<file path="src/rtl/loader_pkg.sv">
// Shared definitions for the boot-time program loader: FSM states and
// stream protocol field widths.
package loader_pkg;

  localparam int LEN_W  = 16;
  localparam int CSUM_W = 8;

  typedef enum logic [2:0] {
    LEN_HI  = 3'd0,
    LEN_LO  = 3'd1,
    DATA_HI = 3'd2,
    DATA_LO = 3'd3,
    CHECK   = 3'd4,
    DONE    = 3'd5,
    ERROR   = 3'd6
  } loader_state_e;

endpackage

</file>
<file path="src/rtl/byte_pair_assembler.sv">
// Pairs incoming data bytes (high first) into 16-bit words and keeps the
// running XOR of every data byte seen since the last clear.
module byte_pair_assembler
  import loader_pkg::*;
(
  input  logic              clock,
  input  logic              clear,
  input  logic [7:0]        byte_in,
  input  logic              byte_valid,
  input  logic              byte_is_lo,
  output logic [15:0]       word,
  output logic              word_valid,
  output logic [CSUM_W-1:0] xor_acc
);

  logic [7:0]        hi_q, hi_d;
  logic [15:0]       word_q, word_d;
  logic              word_valid_q, word_valid_d;
  logic [CSUM_W-1:0] xor_q, xor_d;

  always_comb begin
    hi_d         = hi_q;
    word_d       = word_q;
    word_valid_d = 1'b0;
    xor_d        = xor_q;
    if (byte_valid) begin
      xor_d = xor_q ^ byte_in;
      if (byte_is_lo) begin
        word_d       = {hi_q, byte_in};
        word_valid_d = 1'b1;
      end else begin
        hi_d = byte_in;
      end
    end
  end

  always_ff @(posedge clock) begin
    if (clear) begin
      hi_q         <= '0;
      word_q       <= '0;
      word_valid_q <= 1'b0;
      xor_q        <= '0;
    end else begin
      hi_q         <= hi_d;
      word_q       <= word_d;
      word_valid_q <= word_valid_d;
      xor_q        <= xor_d;
    end
  end

  assign word       = word_q;
  assign word_valid = word_valid_q;
  assign xor_acc    = xor_q;

endmodule

</file>
<file path="src/rtl/program_loader.sv">
// Boot loader: parses a length-prefixed, XOR-checksummed byte stream and
// writes it into instruction memory from address 0, holding the CPU in clear.
module program_loader
  import loader_pkg::*;
#(
  parameter int ADDR_W = 7
) (
  input  logic              clock,
  input  logic              clear,
  input  logic [7:0]        rx_data,
  input  logic              rx_valid,
  output logic [ADDR_W-1:0] im_w_addr,
  output logic [15:0]       im_w_data,
  output logic              im_w_wr,
  output logic              cpu_clear,
  output logic              done,
  output logic              error
);

  localparam logic [LEN_W-1:0] MAX_LEN = LEN_W'(1) << ADDR_W;

  loader_state_e     state_q, state_d;
  logic [LEN_W-1:0]  len_q, len_d;
  logic [ADDR_W:0]   count_q, count_d;
  logic [ADDR_W-1:0] addr_q, addr_d;
  logic              cpu_clear_q, cpu_clear_d;
  logic              done_q, done_d;
  logic              error_q, error_d;

  logic              data_byte;
  logic              data_is_lo;
  logic [LEN_W-1:0]  n_full;
  logic [CSUM_W-1:0] csum;

  byte_pair_assembler u_asm (
    .clock      (clock),
    .clear      (clear),
    .byte_in    (rx_data),
    .byte_valid (data_byte),
    .byte_is_lo (data_is_lo),
    .word       (im_w_data),
    .word_valid (im_w_wr),
    .xor_acc    (csum)
  );

  always_comb begin
    state_d    = state_q;
    len_d      = len_q;
    count_d    = count_q;
    addr_d     = addr_q;
    data_byte  = 1'b0;
    data_is_lo = 1'b0;
    n_full     = {len_q[15:8], rx_data};
    if (rx_valid) begin
      case (state_q)
        LEN_HI: begin
          len_d   = {rx_data, 8'h00};
          state_d = LEN_LO;
        end
        LEN_LO: begin
          len_d = n_full;
          if (n_full > MAX_LEN)  state_d = ERROR;
          else if (n_full == '0) state_d = CHECK;
          else                   state_d = DATA_HI;
        end
        DATA_HI: begin
          data_byte = 1'b1;
          state_d   = DATA_LO;
        end
        DATA_LO: begin
          data_byte  = 1'b1;
          data_is_lo = 1'b1;
          addr_d     = count_q[ADDR_W-1:0];
          count_d    = count_q + 1'b1;
          // Counter is one bit wider than the address so N = depth terminates cleanly.
          state_d    = (LEN_W'(count_d) == len_q) ? CHECK : DATA_HI;
        end
        CHECK: begin
          state_d = (rx_data == csum) ? DONE : ERROR;
        end
        default: ;
      endcase
    end
    cpu_clear_d = (state_d != DONE);
    done_d      = (state_d == DONE);
    error_d     = (state_d == ERROR);
  end

  always_ff @(posedge clock) begin
    if (clear) begin
      state_q     <= LEN_HI;
      len_q       <= '0;
      count_q     <= '0;
      addr_q      <= '0;
      cpu_clear_q <= 1'b1;
      done_q      <= 1'b0;
      error_q     <= 1'b0;
    end else begin
      state_q     <= state_d;
      len_q       <= len_d;
      count_q     <= count_d;
      addr_q      <= addr_d;
      cpu_clear_q <= cpu_clear_d;
      done_q      <= done_d;
      error_q     <= error_d;
    end
  end

  assign im_w_addr = addr_q;
  assign cpu_clear = cpu_clear_q;
  assign done      = done_q;
  assign error     = error_q;

endmodule

</file>
<file path="config.mk">
export PLATFORM = sky130hd
export DESIGN_NAME = program_loader
export DESIGN_NICKNAME = d
export VERILOG_FILES = /design/src/rtl/loader_pkg.sv /design/src/rtl/byte_pair_assembler.sv /design/src/rtl/program_loader.sv
export SDC_FILE = /design/constraint.sdc
export NUM_CORES = 1
export LEC_CHECK = 0
export CORE_MARGIN = 2
export CORE_UTILIZATION = 58
export DETAILED_ROUTE_END_ITERATION = 10
export GPL_TIMING_DRIVEN = 1
export PLACE_DENSITY = 0.83
export SLEW_MARGIN = 5
export SYNTH_ARGS = -nofsm -noshare
export SYNTH_HDL_FRONTEND = slang
export SYNTH_SLANG_ARGS = --single-unit
</file>
<file path="constraint.sdc">
create_clock -name clock -period 7.3 [get_ports clock]
set_input_delay 2.19 -clock clock [delete_from_list [all_inputs] [get_ports clock]]
set_output_delay 2.19 -clock clock [all_outputs]
set_load 0.03 [all_outputs]
</file>
* Word-level counts from Yosys, hierarchy flattened
Index checks and enable logic that the tools add are counted. W data, S select, Z words.
Storage, ports and cells: bits in registers 70, input bits 11, output and inout bits 27, logic and storage cells 49
Operators by class: add/sub/neg operators 1, $lt $le $gt $ge 1, equality and inequality tests 9, mux-type cells 12, bitwise operators 4, reductions and logical operators 10
Operator list (count):
- $pmux W16 S2 | 1
- $eq A8 B16 Y1 | 1
- $gt A16 B8 Y1 const B | 1
- $logic_not A16 Y1 | 1
- $pmux W3 S5 | 1
- $mux W3 | 4
- $eq A3 B3 Y1 const B | 3
- $add A8 B1 Y8 const B | 1
- $eq A8 B8 Y1 | 1
- $reduce_and A2 Y1 | 4
- $xor A8 B8 Y8 | 1
- $eq A3 B2 Y1 const B | 2
- $mux W1 | 5
- $reduce_or A2 Y1 | 2
- $eq A3 B1 Y1 const B | 1
- $logic_not A3 Y1 | 1
- $ne A3 B3 Y1 const B | 1
- $not A1 Y1 | 3
- $reduce_and A3 Y1 | 1
- $mux W2 | 1
- $reduce_bool A2 Y1 | 1

* Depth between registers and ports, before layout
depth after elaboration 6, gate-level depth with buffers 8, gate-level depth less buffers 7

* Hierarchy
Synthesis repeated with hierarchy kept, for this count alone.
Second synthesis, totals: cells, all modules 354, area, all modules 3169.3 µm²
Modules (own cells, without submodules):
- program_loader | times used 1, cells each 228, area an instance 1795.5 µm², sequential area each 740.7 µm²
- byte_pair_assembler | times used 1, cells each 126, area an instance 1373.8 µm², sequential area each 660.6 µm²

* Worst setup path before layout
Ideal clock, no wire load.
path kind input to register, from input port rx_data[3], to register cpu_clear_q, in the netlist cpu_clear, library setup time 0.127 ns, data arrival time 3.897 ns, data required time 7.173 ns, setup slack 3.276 ns, stages 7, buffers on the path 1, cell sequence clkbuf_1 nor4_1 a41oi_1 and3_1 a311o_1 o31a_1 or3_1
On the way: cells in the longest elaborated chain, start to end 6, elaborated cells between the ends (all ways) 9, classes of those cells 1 x order compare; 2 x eq/ne; 5 x mux; 1 x reduce/logical
Ends and longest elaborated chain:
- start, declared | RTL line program_loader.sv:10 | input logic [7:0] rx_data,
- branches (longest 3 deep; another with $gt A16 B8 Y1)
- $pmux W3 S5 * | RTL line program_loader.sv:55 | case (state_q)
- $mux W3 * | RTL line program_loader.sv:54 | if (rx_valid) begin
- $ne A3 B3 Y1 * | RTL line program_loader.sv:84 | cpu_clear_d = (state_d != DONE);
- end signal, assigned | RTL line program_loader.sv:103 | cpu_clear_q <= cpu_clear_d;
- end, declared | RTL line program_loader.sv:26 | logic cpu_clear_q, cpu_clear_d;
Mark *: on every way between the ends. A chain may end at the register's enable or synchronous reset.

* Final worst setup path
from input port rx_valid, to register error_q, in the netlist error
On the way: cells in the longest elaborated chain, start to end 2
Ends and longest elaborated chain:
- start, declared | RTL line program_loader.sv:11 | input logic rx_valid,
- $mux W3 | RTL line program_loader.sv:54
- $eq A3 B3 Y1 | RTL line program_loader.sv:86 | error_d = (state_d == ERROR);
- end signal, assigned | RTL line program_loader.sv:105 | error_q <= error_d;
- end, declared | RTL line program_loader.sv:28 | logic error_q, error_d;
No other way between the ends.

==> flow_summary.yaml <==
logic_synthesis:
  ys.warnings.count: 0
  synth_commonest_cells: "95 x nand2_1, 70 x dfxtp_1, 42 x a21oi_1, 26 x nor2_1, 23 x clkbuf_1"
  synth_cell_type_count: 36
  synth_top_area_frac: 0.4801
  seq_area_frac_synth: 0.4801
  synthCells: 357
  netlist_area_um2: 2919
  synthArstFlopShare: 0
  yosys.area.top_type: "dfxtp_1"
  synth_area_leaders: "dfxtp_1 48%, nand2_1 12%, a21oi_1 7.2%"
  syn_avg_cell_area_um2: 8.177
  yosys_most_used_dff: "dfxtp_1"
  ys_seq_elements: 70
  synth_edf_count: 0
  syn_nets: 369
  yosysMostFrequentCell: "nand2_1"
clock_network:
  post_cts_resized: 0
  clk-insertion-delay-late_ns: 0.35
  htree_levels: 3
  cts_tree: "done"
  cts_buffer_depth: 2
  cts_setup_buffers: 0
  path_clk_slew_ns: 0.08
  holdBufCountCts: 0
  clock-root-buffer: "clkbuf_8"
  numCtsBuffers: 9
  clkSinkCount: 70
floorplan:
  initial_core_util: 0.6099
  core_area_um2: 4786
  die_w_um: 74.94
  die_h_um: 74.94
  rows: 25
  dieArea_um2: 5616
  io_pins: 38
power_and_ir_drop:
  power.total_mw: 0.7837
  peakVddDrop_mv: 0.1461
  p_per_area_nw_per_um2: 225.8
  power.leakage_nw: 1.216
min_path:
  hold_class: "reg -> reg"
  hold-path-cell-count: 2
grt:
  antenna_found_initial: 0
  grt_pass1_wl_um: 10300
  track_usage: 0.2433
  grt_start_max_net_pins: 69
  gr-total-overflow: 0
  grt_pass1_vias: 2219
outcome:
  status: "finished, final reports clean"
final_layout:
  fin_area_um2: 3471
  seq_area_um2: 1401
  syn2layout_area_growth_pct: 18.90
  n_antenna_cell: 0
  utilization: 0.7252
  fillers: 386
  layout-drive-gt1-share: 0.05744
  fin_nets: 391
  multi_input_area_um2: 1408
sta:
  final-max-slew-violation-count: 0
  final_hold_viol_count: 0
  clock.fmax_ghz: 0.2207
  period_needed_ns: 4.530
  max_slew_margin: 0.2733
  period_share: 0.6206
  whs_ns: 0.4540
  finalSetupViolations: 0
  worst_pin_slew_ns: 1.088
  setup-tns-final_ns: 0
  clock_skew_ns: 0.007744
  rsz0062_at_grt: "false"
routing:
  drc: 0
  viasPerCell: 5.427
  drtIter0Drc: 155
  vias: 2442
  wirelength_um: 6349
  drt-wirelength-per-cell_um: 14.11
  detail-route-antenna-nets: 0
  drt-pass1-iter-count: 4
setup_path:
  worstSetupStartpoint: "rx_valid"
  crit_required_ns: 7.59
  rr_worst_depth: 6
  crit_arrival_ns: 4.82
  timing.rr.end: "cpu_clear$_SDFF_PP1_"
  rr_startpoint: "count_q[0]$_SDFFE_PP0P_"
  reg2reg_slack_ns: 4.79
  cp-end-kind: "register"
  critPathCapture: "error$_SDFF_PP0_"
  critical_path_class: "in -> reg"
  startpoint_type: "primary input"
  path_max_fanout: 31
placed_design:
  place_congestion: 0.8540
  placed_cell_area_um2: 3273
  hpwl_um: 4107
  port_buffers: 37
job:
  cap_violations: 0
## how the worst min path moves through the flow
stage	start	to	slack, ns
finish	u_asm.word[12]$_SDFFE_PP0P_	u_asm.word[12]$_SDFFE_PP0P_	0.45
global route	u_asm.word[14]$_SDFFE_PP0P_	u_asm.word[14]$_SDFFE_PP0P_	0.47
CTS	im_w_addr[4]$_SDFFE_PP0P_	im_w_addr[4]$_SDFFE_PP0P_	0.46
detailed placement	im_w_addr[4]$_SDFFE_PP0P_	im_w_addr[4]$_SDFFE_PP0P_	0.45
global placement	im_w_addr[3]$_SDFFE_PP0P_	im_w_addr[3]$_SDFFE_PP0P_	0.44
floorplan	u_asm.hi_q[2]$_SDFFE_PP0P_	u_asm.word[10]$_SDFFE_PP0P_	0.43
## state kept, by name, indices dropped and copies added (netlist names)
name	flops
im_w_addr	7
len_q	16
u_asm.hi_q	8
error	1
state_q	3
u_asm.word_valid	1
done	1
u_asm.xor_acc	8
u_asm.word	16
count_q	8
cpu_clear	1
## critical path, cell delays in order
cell and delay [ns]:
clkdlybuf4s50_1 0.54, nor2b_1 0.24, and2_1 0.39, nand2_1 0.68, o41ai_1 0.56, and3_1 0.21
## where the power goes
part	internal (mW)	leakage [nW]	switching (mW)
Clock	0.166	0.0983	0.146
Sequential	0.393	0.566	0.0102
Combinational	0.0259	0.551	0.0431
Total	0.584	1.22	0.199
## placed cells by master, fill, tap and decap left out, types with 3 or more instances in the layout
| cell type | n |
|---|---|
| mux2i_1 | 8 |
| clkdlybuf4s50_1 | 36 |
| nor2_1 | 26 |
| clkbuf_8 | 10 |
| dfxtp_1 | 70 |
| nand3_1 | 9 |
| and3_1 | 3 |
| nor3_1 | 4 |
| nor2b_1 | 4 |
| a21oi_1 | 42 |
| or3_1 | 3 |
| nand2_1 | 95 |
| xor2_1 | 22 |
| nor4_1 | 6 |
| o21ai_0 | 4 |
| xnor2_1 | 9 |
## cells by family after synthesis
| logic type | count (synthesis) | synth area share |
|---|---|---|
| flip-flops | 70 | 0.4801 |
| XOR/XNOR | 31 | 0.09301 |
| AND/OR/NAND/NOR | 160 | 0.2430 |
| buffers and inverters | 29 | 0.03772 |
| multiplexers | 9 | 0.03129 |
| adder cells (fa/ha/maj) | 1 | 0.004286 |
| AO/OA/AOI/OAI | 57 | 0.1106 |
## routing by layer
metal  GRT usage  up-vias  part of all wire
met5           0        -                 0
met4      0.1190        0             0.019
met3     0.03614       13             0.050
met2      0.3772       61              0.49
met1      0.3331     1154              0.44
li1            -     1214                 -
## final cells by class
cell class                      instances  share of cell area
Multi-Input combinational cell        258              0.4056
Sequential cell                        70              0.4037
Timing Repair Buffer                   38              0.1074
Clock buffer                           10             0.03965
Tap cell                               67             0.02415
Clock inverter                          5             0.01730
Inverter                                2            0.002163
## per-stage QoR
step                cells  setup WS [ns]
global route          450          2.459
floorplan             357          3.276
finish                450          2.770
global placement      435          2.552
CTS                   450          2.785
detailed placement    435          2.447
Power figures use the tool's default switching activity.
